--- src/rtl/regfile_preload_pkg.sv ---
// Shared constants and state encoding for the regfile preloader, also used by
// the processor and the bench harness.
package regfile_preload_pkg;

  localparam int unsigned NUM_REGS      = 32;
  localparam int unsigned REG_BITS      = 5;
  localparam int unsigned DATA_WIDTH    = 32;
  localparam int unsigned RELEASE_DELAY = 2;
  localparam int unsigned COUNT_BITS    = 6;

  typedef enum logic [2:0] {
    ST_IDLE,
    ST_CLEAR,
    ST_LOAD,
    ST_HOLD,
    ST_RUN
  } state_t;

endpackage

--- src/rtl/regfile_preload.sv ---
// Clears r1..r(NUM_REGS-1), streams initial register values into the regfile,
// then releases the processor and passes its write port straight through.
module regfile_preload #(
  parameter int unsigned NUM_REGS      = regfile_preload_pkg::NUM_REGS,
  parameter int unsigned REG_BITS      = regfile_preload_pkg::REG_BITS,
  parameter int unsigned DATA_WIDTH    = regfile_preload_pkg::DATA_WIDTH,
  parameter int unsigned RELEASE_DELAY = regfile_preload_pkg::RELEASE_DELAY
) (
  input  logic                  clock,
  input  logic                  reset,
  input  logic                  start,
  input  logic                  in_valid,
  output logic                  in_ready,
  input  logic [REG_BITS-1:0]   in_reg,
  input  logic [DATA_WIDTH-1:0] in_data,
  input  logic                  in_last,
  input  logic                  cpu_we,
  input  logic [REG_BITS-1:0]   cpu_wreg,
  input  logic [DATA_WIDTH-1:0] cpu_wdata,
  output logic                  rf_we,
  output logic [REG_BITS-1:0]   rf_wreg,
  output logic [DATA_WIDTH-1:0] rf_wdata,
  output logic                  cpu_reset,
  output logic                  busy,
  output logic                  done,
  output logic                  r0_drop,
  output logic [5:0]            load_count
);

  import regfile_preload_pkg::*;

  localparam logic [REG_BITS-1:0] LAST_REG  = REG_BITS'(NUM_REGS - 1);
  localparam logic [REG_BITS-1:0] HOLD_INIT = REG_BITS'(RELEASE_DELAY);
  localparam logic [REG_BITS-1:0] ONE       = REG_BITS'(1);
  localparam logic [5:0]          COUNT_MAX = '1;

  state_t                state, state_n;
  logic [REG_BITS-1:0]   counter, counter_n;
  logic                  rf_we_q, rf_we_n;
  logic [REG_BITS-1:0]   rf_wreg_q, rf_wreg_n;
  logic [DATA_WIDTH-1:0] rf_wdata_q, rf_wdata_n;
  logic                  r0_drop_q, r0_drop_n;
  logic [5:0]            load_count_q, load_count_n;
  logic                  busy_q, done_q;

  always_comb begin
    state_n      = state;
    counter_n    = counter;
    rf_we_n      = 1'b0;
    rf_wreg_n    = rf_wreg_q;
    rf_wdata_n   = rf_wdata_q;
    r0_drop_n    = r0_drop_q;
    load_count_n = load_count_q;

    unique case (state)
      ST_IDLE, ST_RUN: begin
        // The r1 clear write is issued on the start edge so it lands one edge later.
        if (start) begin
          state_n      = ST_CLEAR;
          counter_n    = ONE;
          rf_we_n      = 1'b1;
          rf_wreg_n    = ONE;
          rf_wdata_n   = '0;
          r0_drop_n    = 1'b0;
          load_count_n = '0;
        end
      end
      ST_CLEAR: begin
        if (counter == LAST_REG) begin
          state_n = ST_LOAD;
        end else begin
          counter_n  = counter + ONE;
          rf_we_n    = 1'b1;
          rf_wreg_n  = counter + ONE;
          rf_wdata_n = '0;
        end
      end
      ST_LOAD: begin
        if (in_valid) begin
          rf_we_n    = (in_reg != '0);
          rf_wreg_n  = in_reg;
          rf_wdata_n = in_data;
          if (in_reg == '0) r0_drop_n = 1'b1;
          if (load_count_q != COUNT_MAX) load_count_n = load_count_q + 6'd1;
          if (in_last) begin
            state_n   = ST_HOLD;
            counter_n = HOLD_INIT;
          end
        end
      end
      ST_HOLD: begin
        if (counter <= ONE) state_n = ST_RUN;
        else counter_n = counter - ONE;
      end
      default: state_n = ST_IDLE;
    endcase
  end

  always_ff @(posedge clock) begin
    if (reset) begin
      state        <= ST_IDLE;
      counter      <= '0;
      rf_we_q      <= 1'b0;
      rf_wreg_q    <= '0;
      rf_wdata_q   <= '0;
      r0_drop_q    <= 1'b0;
      load_count_q <= '0;
      busy_q       <= 1'b0;
      done_q       <= 1'b0;
    end else begin
      state        <= state_n;
      counter      <= counter_n;
      rf_we_q      <= rf_we_n;
      rf_wreg_q    <= rf_wreg_n;
      rf_wdata_q   <= rf_wdata_n;
      r0_drop_q    <= r0_drop_n;
      load_count_q <= load_count_n;
      busy_q       <= (state_n == ST_CLEAR) || (state_n == ST_LOAD) || (state_n == ST_HOLD);
      done_q       <= (state_n == ST_RUN);
    end
  end

  assign in_ready   = (state == ST_LOAD);
  assign cpu_reset  = (state != ST_RUN);
  assign busy       = busy_q;
  assign done       = done_q;
  assign r0_drop    = r0_drop_q;
  assign load_count = load_count_q;

  assign rf_we    = (state == ST_RUN) ? cpu_we    : rf_we_q;
  assign rf_wreg  = (state == ST_RUN) ? cpu_wreg  : rf_wreg_q;
  assign rf_wdata = (state == ST_RUN) ? cpu_wdata : rf_wdata_q;

endmodule

--- config.mk ---
export PLATFORM = sky130hd
export DESIGN_NAME = regfile_preload
export DESIGN_NICKNAME = d
export VERILOG_FILES = /design/src/rtl/regfile_preload_pkg.sv /design/src/rtl/regfile_preload.sv
export SDC_FILE = /design/constraint.sdc
export NUM_CORES = 1
export LEC_CHECK = 0
export ABC_AREA = 1
export CORE_MARGIN = 8
export CORE_UTILIZATION = 47
export DETAILED_ROUTE_END_ITERATION = 16
export GPL_TIMING_DRIVEN = 1
export PLACE_DENSITY = 0.86
export SLEW_MARGIN = 10
export SYNTH_ARGS = -nofsm -noshare
export SYNTH_HDL_FRONTEND = slang
export SYNTH_SLANG_ARGS = --single-unit
--- constraint.sdc ---
create_clock -name clock -period 5.4 [get_ports clock]
set_clock_uncertainty 0.1 [all_clocks]
set_input_delay 1.62 -clock clock [delete_from_list [all_inputs] [get_ports clock]]
set_output_delay 1.62 -clock clock [all_outputs]
set_load 0.02 [all_outputs]
==> results of run 1 <==
## Yosys cell counts
cell type,count
nor3_2,1
o21a_1,1
nand2_1,55
nand3_2,3
o31ai_1,1
nand4_1,3
o21ai_0,22
o21bai_1,1
nor3_1,1
inv_2,2
buf_6,3
nand3_1,20
nor2_1,142
nor2_4,1
xnor2_1,1
dfxtp_1,55
buf_2,6
nor2_2,3
inv_1,57
o2bb2ai_1,1
xor2_1,2
nand2_2,2
buf_4,6
clkbuf_1,7
a21oi_1,14
o21ai_1,20
mux2_2,36
or2_2,1
ha_1,5
## final timing paths
check,from,endpoint,slack (ns)
setup / recovery,cpu_wreg[0],rf_wreg[0],0.72
hold / removal,r0_drop,r0_drop,0.37
setup reg to reg,counter[0],rf_wdata_q[18],2.48
hold reg to reg,r0_drop,r0_drop,0.37
## routing by layer
metal | wire length (um) | part of all wire (%) | GRT usage (%) | vias to the layer above
met5 | 0 | 0 | 0 | -
met4 | 148 | 1.5 | 5.19 | 0
met3 | 599 | 6.1 | 4.23 | 12
met2 | 4730 | 48 | 33.9 | 135
met1 | 4370 | 44 | 24.1 | 1564
li1 | - | - | - | 1703
## layout make-up
type	count	area [um2]	area share (%)
Timing Repair Buffer	129	1290	28.2
Inverter	59	221	4.85
Clock inverter	2	16.3	0.356
Sequential cell	55	1100	24.1
Clock buffer	6	82.6	1.81
Tap cell	80	100	2.19
Multi-Input combinational cell	336	1760	38.5
## state kept, by name, summed over array words and instances (netlist names)
| signal | count |
|---|---|
| r0_drop | 1 |
| rf_wdata_q | 32 |
| rf_wreg_q | 5 |
| rf_we_q | 1 |
| done | 1 |
| state | 3 |
| busy | 1 |
| counter | 5 |
| load_count | 6 |
## where the power goes
part           internal, mW  switching (mW)  total (mW)
Clock                 0.105           0.140       0.245
Sequential            0.426          0.0157       0.442
Combinational         0.116           0.107       0.223
## stage by stage
stage                     power (mW)  cells  instance area (um2)
after global placement         0.666    659                 4470
after CTS                      0.917    667                 4570
final                          0.910    667                 4570
after detailed placement       0.674    659                 4470
after global routing           0.954    667                 4570
after floorplan                0.563    472                 3220
## worst max-delay path, delay by kind of cell
kind,cells,cell delay [ns]
and+or+nand+nor,1,0.05
buffers and inverters,2,1.13
AOI/OAI and AO/OA,1,0.17
## cell families after synthesis
family | Yosys count | synth area share (%)
adder cells (fa/ha/maj) | 5 | 1.95
flip-flops | 55 | 34.2
multiplexers | 36 | 12.6
AND/OR/NAND/NOR | 232 | 29.6
AO/OA/AOI/OAI | 60 | 9.69
XOR/XNOR | 3 | 0.817
buffers and inverters | 81 | 11.1
==> flow_results.org, run 1 <==
** Worst setup path
- Type of the worst setup path :: in2out
- Category of the worst setup path launch point :: input pin
- Along the worst path, the maximum fanout reaches 1.
- Slowest cell on crit path :: clkdlybuf4s50_1
- Cell occurring most often along the worst timing path :: clkdlybuf4s50_1
- Reg2Reg Depth :: 11
- The worst setup path is captured at an output pin.
- On the worst path, the slowest cell contributes a delay of 0.66 ns.
- WP data arrival :: 2.96 ns
- For the worst setup path, the data required time is 3.68 ns.
- Worst-path cell chain :: clkdlybuf4s50_1 -> nor2_1 -> a21oi_1 -> clkdlybuf4s50_1

** Logic synthesis
- Syn Inst Count :: around 470
- In this run, distinct cell masters in the synthesized netlist total 29.
- Top cells by area in the synthesized netlist :: dfxtp_1 (34%), nor2_1 (17%), mux2_2 (13%)
- Synth Warn # :: 0
- Portion of the post-synthesis area used by sequential elements :: approximately 34%
- Nets in the synthesized netlist :: 557
- Cell type contributing the most total cell area after synthesis :: dfxtp_1
- Post-Syn Area per Cell :: 6.81 um2
- The mapped netlist covers 3220 um2.
- The synthesized design contains between 50 and 60 register bits.
- Yosys top cell area share :: between 30% and 40%

** Timing
- The worst pin sits at a relative slew slack of just over 20%.
- Setup repair after global routing missed its margin :: no
- The worst path needs 4.68 ns of the cycle, external delays included.
- Fin Hold WS :: 0.373 ns
- Timing would allow up to 214 MHz.
- For the pin with the worst max-slew slack, the measured transition is around 1.2 ns.
- Across all setup checks in the final design, the least slack found is between 0.7 and 0.8 ns.
- Portion of the clock cycle consumed by the worst path in the final layout :: 86.6%
- Total count of max-transition violations in the final report :: 0
- Setup violations remaining at the end of the flow were counted as 0.
- Final total negative setup slack :: 0 ns
- Count of final hold-check violations :: 0

** Global routing
- Total routing resource utilization after global routing :: 19.7%
- After global routing the overflow that remains totals 0.
- Entering global routing, the biggest net connects 45 pins.
- The first global-routing pass estimated ~16,000 um of wire.
- Via count of the first global-routing pass :: roughly 3,300
- The initial antenna violation count is 0.

** Die
- In this run the core area contains 30 standard-cell rows.
- From left edge to right edge, the die measures approximately 100 um.
- For this configuration, the core starts out at a cell density of 47.9%.
- 129 I/O pins were placed.
- Die Height :: between 90 and 100 um
- The floorplan step defined a core boundary enclosing 6720 um2.
- Die ar. :: 9740 um2

** Worst hold path
- The path class of the tightest hold or removal check is reg2reg.
- Worst Hold Depth :: 2

** Clock tree
- The clock net in this run drives a total of 55 sinks.
- Counting along the longest clock path gives a buffer depth of 2.
- The root buffer cell chosen for the clock tree is clkbuf_8.
- The clock reaches the later pin of the worst-skew pair after 0.30 ns.
- TritonCTS clock tree :: done
- Clock buffers created by TritonCTS :: 5
- Number of buffers inserted for hold repair after clock tree synthesis :: 0
- Number of gates resized after cts :: 0
- H-tree levels :: 2
- Clock-pin slew was measured on the worst setup and hold paths at 0.10 ns.
- Post-CTS timing repair inserted 0 buffers for setup.

** Drt
- In the final routed layout, each cell accounts on average for ~15 um.
- Count of nets left with antenna violations after detail routing :: 0
- Total iterations of the first detailed-routing run :: 4
- Wire length reported by the detailed router :: 9850 um
- Detail-routed via count per cell :: 5.12
- For this block, the initial DRC count from the detailed router was 181.
- Detailed-route DRC error count :: 0
- Vias post-DR :: 3,414

** Place
- At the placement stage, the worst setup path has a slack of 0.714 ns.
- The wire-length estimate of the detail-placed layout is 7420 um.
- Buffers placed on the I/O ports in this run total around 130.
- At the end of routability-driven placement, the weighted congestion stood at 0.958.

** Finish
- The filler cells instantiated in the layout total 569.
- Growth of design area from synthesis to finish :: 42.1%
- Top library cells by usage in the layout, fill and taps aside :: nor2_1 (142), clkdlybuf4s50_1 (128), inv_1 (56), dfxtp_1 (55), nand2_1 (54)
- The library cell used most frequently in the layout, excluding fill and tap cells, is nor2_1.
- Share of the core filled with cells in the final layout :: 68.0%
- At the end of the flow, the number of nets in the layout was 671.
- Share of final-layout standard cells stronger than drive strength 1 :: 10.1%
- Number of antenna diodes :: 0

** Flow run
- Number of maximum-capacitance constraint violations :: 0

** Power
- Leakage power :: around 2.1 nW
- Power density of the placed cells :: 199 nW/um2
- The worst-case IR drop observed on VDD is between 0.0001 and 0.00015 V.

** Status
- The run finished with clean final reports.
(Power assumes the default switching activity.)
==> run 2, diff against run 1 <==
CTS_BUF_LIST = sky130_fd_sc_hd__clkbuf_16   (was unset)
==> run 2 against run 1 <==
Critical path type unchanged. Maximum frequency about the same. Total power increased by 7.9%. Global-route usage increased by 0.16 points. First-iteration DRC count increased by 24%.
==> flow_results.org, run 2 (synthesis gave the netlist of run 1 again) <==
** Power
- The clock network fraction of design power came to 32.2% (was 26.9%).
- The internal power of the cells is 714 uW (was 648 uW).
- Power density of the placed cells :: 213 nW/um2 (was 199 nW/um2)
- Proportion of total power due to net switching :: 27.2% (was 28.8%)
- The highest ir drop seen on vdd was 0.000127 V (was 0.000128 V).
- Leakage power :: 2.10 nW (was 2.08 nW)
- The sequential group share of total power came to 45.1% (was 48.6%).
- The net load switching power was 268 uW (was 262 uW).
- The share of total power in combinational logic is 22.8% (was 24.5%).

** Drt
- First DRT Iteration DRCs :: 225 (was 181)
- Detail-routed via count per cell :: 5.09 (was 5.12)
- Vias post-DR :: 3,393 (was 3,414)
- Drt wl/cell :: 14.8 um (about the same)
- The wire length after detailed routing was 9870 um (was 9850 um).
- The iteration count of the initial detailed-routing pass was 5 (was 4).
- Detailed-route DRC error count :: 0 (unchanged)
- The remaining antenna violation count after routing was 0 (unchanged).

** Global routing
- The maximum number of pins on one net before global-route repair was 45 (unchanged).
- The global router's overall resource usage was 19.8% (was 19.7%).
- Via count of the first global-routing pass :: 3,301 (was 3,291)
- Overall overflow remaining after global route :: 0 (unchanged)
- First-pass GRT wire length :: 16,000 um (about the same)
- Number of antenna violations at the first check in global routing :: 0 (unchanged)

** Worst setup path
- The most numerous cell on the critical path is clkdlybuf4s50_1 (unchanged).
- The path length in cells of the critical path was 4 (unchanged).
- The master of the slowest instance on the critical path is clkdlybuf4s50_1 (unchanged).
- The startpoint-to-endpoint class of the critical path is in2out (unchanged).
- Required time of the critical path :: 3.68 ns (about the same)
- The worst endpoint data arrival time came to 2.96 ns (about the same).
- Kind of end point of the critical path :: output pin (unchanged)
- The maximum fanout along the worst path is 1 (unchanged).
- Launching instance or port of the critical path :: cpu_wreg[0] (unchanged)
- Origin of the critical flop-to-flop path :: counter[0] (unchanged)
- Cell family contributing the most delay on the critical path :: buffers and inverters (unchanged)
- Capture point of the worst reg-to-reg path :: rf_wdata_q[18] (unchanged)
- The worst reg-to-reg setup slack is 2.51 ns (was 2.48 ns).
- The highest cell delay on the worst timing path came to 0.66 ns (about the same).
- Capturing instance or port of the critical path :: rf_wreg[0] (unchanged)
- Reg2Reg Depth :: 11 (unchanged)
- Category of the worst setup path launch point :: input pin (unchanged)
- Worst-path cell chain: clkdlybuf4s50_1 -> nor2_1 -> a21oi_1 -> clkdlybuf4s50_1 (unchanged).
- Crit path buf inv count :: 2 (unchanged)

** Clock tree
- The master cell of the clock root buffer is clkbuf_16 (was clkbuf_8).
- Maximum buffer depth of the clock tree :: 2 (unchanged)
- The CTS tree was done (unchanged).
- Sinks on the clock net :: 55 (unchanged)
- Number of gates resized after cts :: 0 (unchanged)
- Number of buffers inserted for hold repair after clock tree synthesis :: 0 (unchanged)
- Register clock-pin slew on the reported worst setup and hold paths :: 0.07 ns (was 0.10 ns)
- Source-to-sink clock delay at the later pin of the worst-skew pair :: 0.29 ns (was 0.30 ns)
- Post CTS Setup Buffer Count :: 0 (unchanged)
- H-tree levels :: 2 (unchanged)
- The number of buffers created by CTS is 5 (unchanged).

** Timing
- The sum of negative setup slack was 0 ns (unchanged).
- Number of setup violations in the final report :: 0 (unchanged)
- The maximum clock frequency was 214 MHz (about the same).
- Worst slew margin :: 23.1% (was 20.1%)
- Worst setup slack after layout :: 0.721 ns (was 0.722 ns)
- Setup repair after global routing missed its margin: no (unchanged).
- Total count of max-transition violations in the final report :: 0 (unchanged)
- The fraction of the cycle the final worst path needs was 86.7% (was 86.6%).
- Worst slew pin tran :: 1.15 ns (was 1.19 ns)
- The count of final hold-check violations was 0 (unchanged).
- Post-layout min period :: 4.68 ns (about the same)

** Die
- Number of top-level design ports :: 129 (unchanged)
- The number of placement rows was 30 (unchanged).
- Die Height :: 98.7 um (unchanged)
- The chip width came to 98.7 um (unchanged).
- The area of the core region was 6720 um2 (unchanged).
- The starting density of the core was 47.9% (unchanged).
- The floorplan die area came to 9740 um2 (unchanged).

** Place
- The placer's final routability congestion estimate is 0.958 (unchanged).
- The total placed cells including tap cells came to 659 (unchanged).
- The worst-case setup slack after placement was 0.714 ns (unchanged).
- The number of buffers inserted by port buffering came to 128 (unchanged).
- The post-detailed-placement half-perimeter wirelength was 7420 um (unchanged).

** Finish
- The diode insertion count for antenna repair came to 0 (unchanged).
- Share of final-layout standard cells stronger than drive strength 1 :: 9.88% (was 10.1%)
- The register ranked first by flip-flop count is rf_wdata_q (unchanged).
- Storage cell area :: 1100 um2 (unchanged)
- The leading cell type in the layout, fill and taps excluded is nor2_1 (unchanged).
- Growth of design area from synthesis to finish :: 43.6% (was 42.1%)
- Top library cells by usage in the layout, fill and taps aside :: nor2_1 (142), clkdlybuf4s50_1 (128), inv_1 (56), dfxtp_1 (55), nand2_1 (54) (unchanged)
- Layout filler cell count :: 559 (was 569)
- Final std cells w/o fill :: 667 (unchanged)
- The final design utilization was 68.7% (was 68.0%).
- The area of the multi-input gates is 1760 um2 (unchanged).
- Flip-flop count of the largest register after layout :: 32 (unchanged)
- Net count of the finished layout :: 671 (unchanged)

** Status
- Outcome: complete, no violations (unchanged).

** Flow run
- The total of max-cap violations was 0 (unchanged).

** Worst hold path
- The kind of path behind the tightest hold check was reg2reg (unchanged).
run 2: cell types whose count changed in the layout (fill, tap and decap cells not counted), sizes merged:
| cell | change |
|---|---|
| clkbuf | -1 |
| clkinv | +1 |
run 2: layout make-up:
| class | instances | share of cell area [%] |
|---|---|---|
| flip-flops and latches | 55 | 23.8 |
| clock inverters | 3 | 0.434 |
| inverters | 59 | 4.80 |
| clock buffers | 5 | 2.71 |
| well taps | 80 | 2.17 |
| repair buffers | 129 | 27.9 |
| multi-input cells | 336 | 38.1 |
run 2: stage by stage:
stage / total power, mW / area [um2] / hold WS (ns)
CTS: 0.991 / 4620 / 0.367
floorplan: 0.563 / 3220 / 0.344
detailed placement: 0.674 / 4470 / 0.356
finish: 0.982 / 4620 / 0.365
global placement: 0.666 / 4470 / 0.338
global route: 1.03 / 4620 / 0.391
run 2: metal layers:
layer | part of all wire [%] | global-route usage (%) | wire length (um) | vias to the layer above
li1 | - | - | - | 1707
met5 | 0 | 0 | 0 | -
met3 | 5.9 | 4.23 | 583 | 12
met2 | 47 | 34.2 | 4690 | 139
met4 | 1.8 | 5.90 | 173 | 0
met1 | 45 | 24.1 | 4420 | 1535
run 2: worst min-delay path: stages, from the launching register on:
cell,delay [ns]
dfxtp_1,0.31
inv_1,0.05
a21oi_1,0.06
run 2: power by group through the flow:
stage / Combinational, mW / Sequential, mW / Clock, mW
2_1_floorplan: 0.114 / 0.448 / 0
3_3_place_gp: 0.216 / 0.450 / 0
3_5_place_dp: 0.223 / 0.451 / 0
4_1_cts: 0.224 / 0.442 / 0.326
5_1_grt: 0.245 / 0.444 / 0.340
6_report: 0.224 / 0.442 / 0.316
run 2: worst min-delay path by stage:
stage	startpoint	end	slack, ns	depth (start not counted)
floorplan	rf_wreg_q[3]	rf_wreg_q[3]	0.34	2
global placement	r0_drop	r0_drop	0.34	2
detailed placement	r0_drop	r0_drop	0.36	2
CTS	r0_drop	r0_drop	0.37	2
global route	r0_drop	r0_drop	0.39	2
finish	r0_drop	r0_drop	0.37	2
==> run 3, diff against run 2 <==
SKIP_LAST_GASP = 1   (was unset)
TNS_END_PERCENT = 50   (was unset)
==> results of run 3 <==
No change in the layout: final DEF, timing and power equal those of run 2.
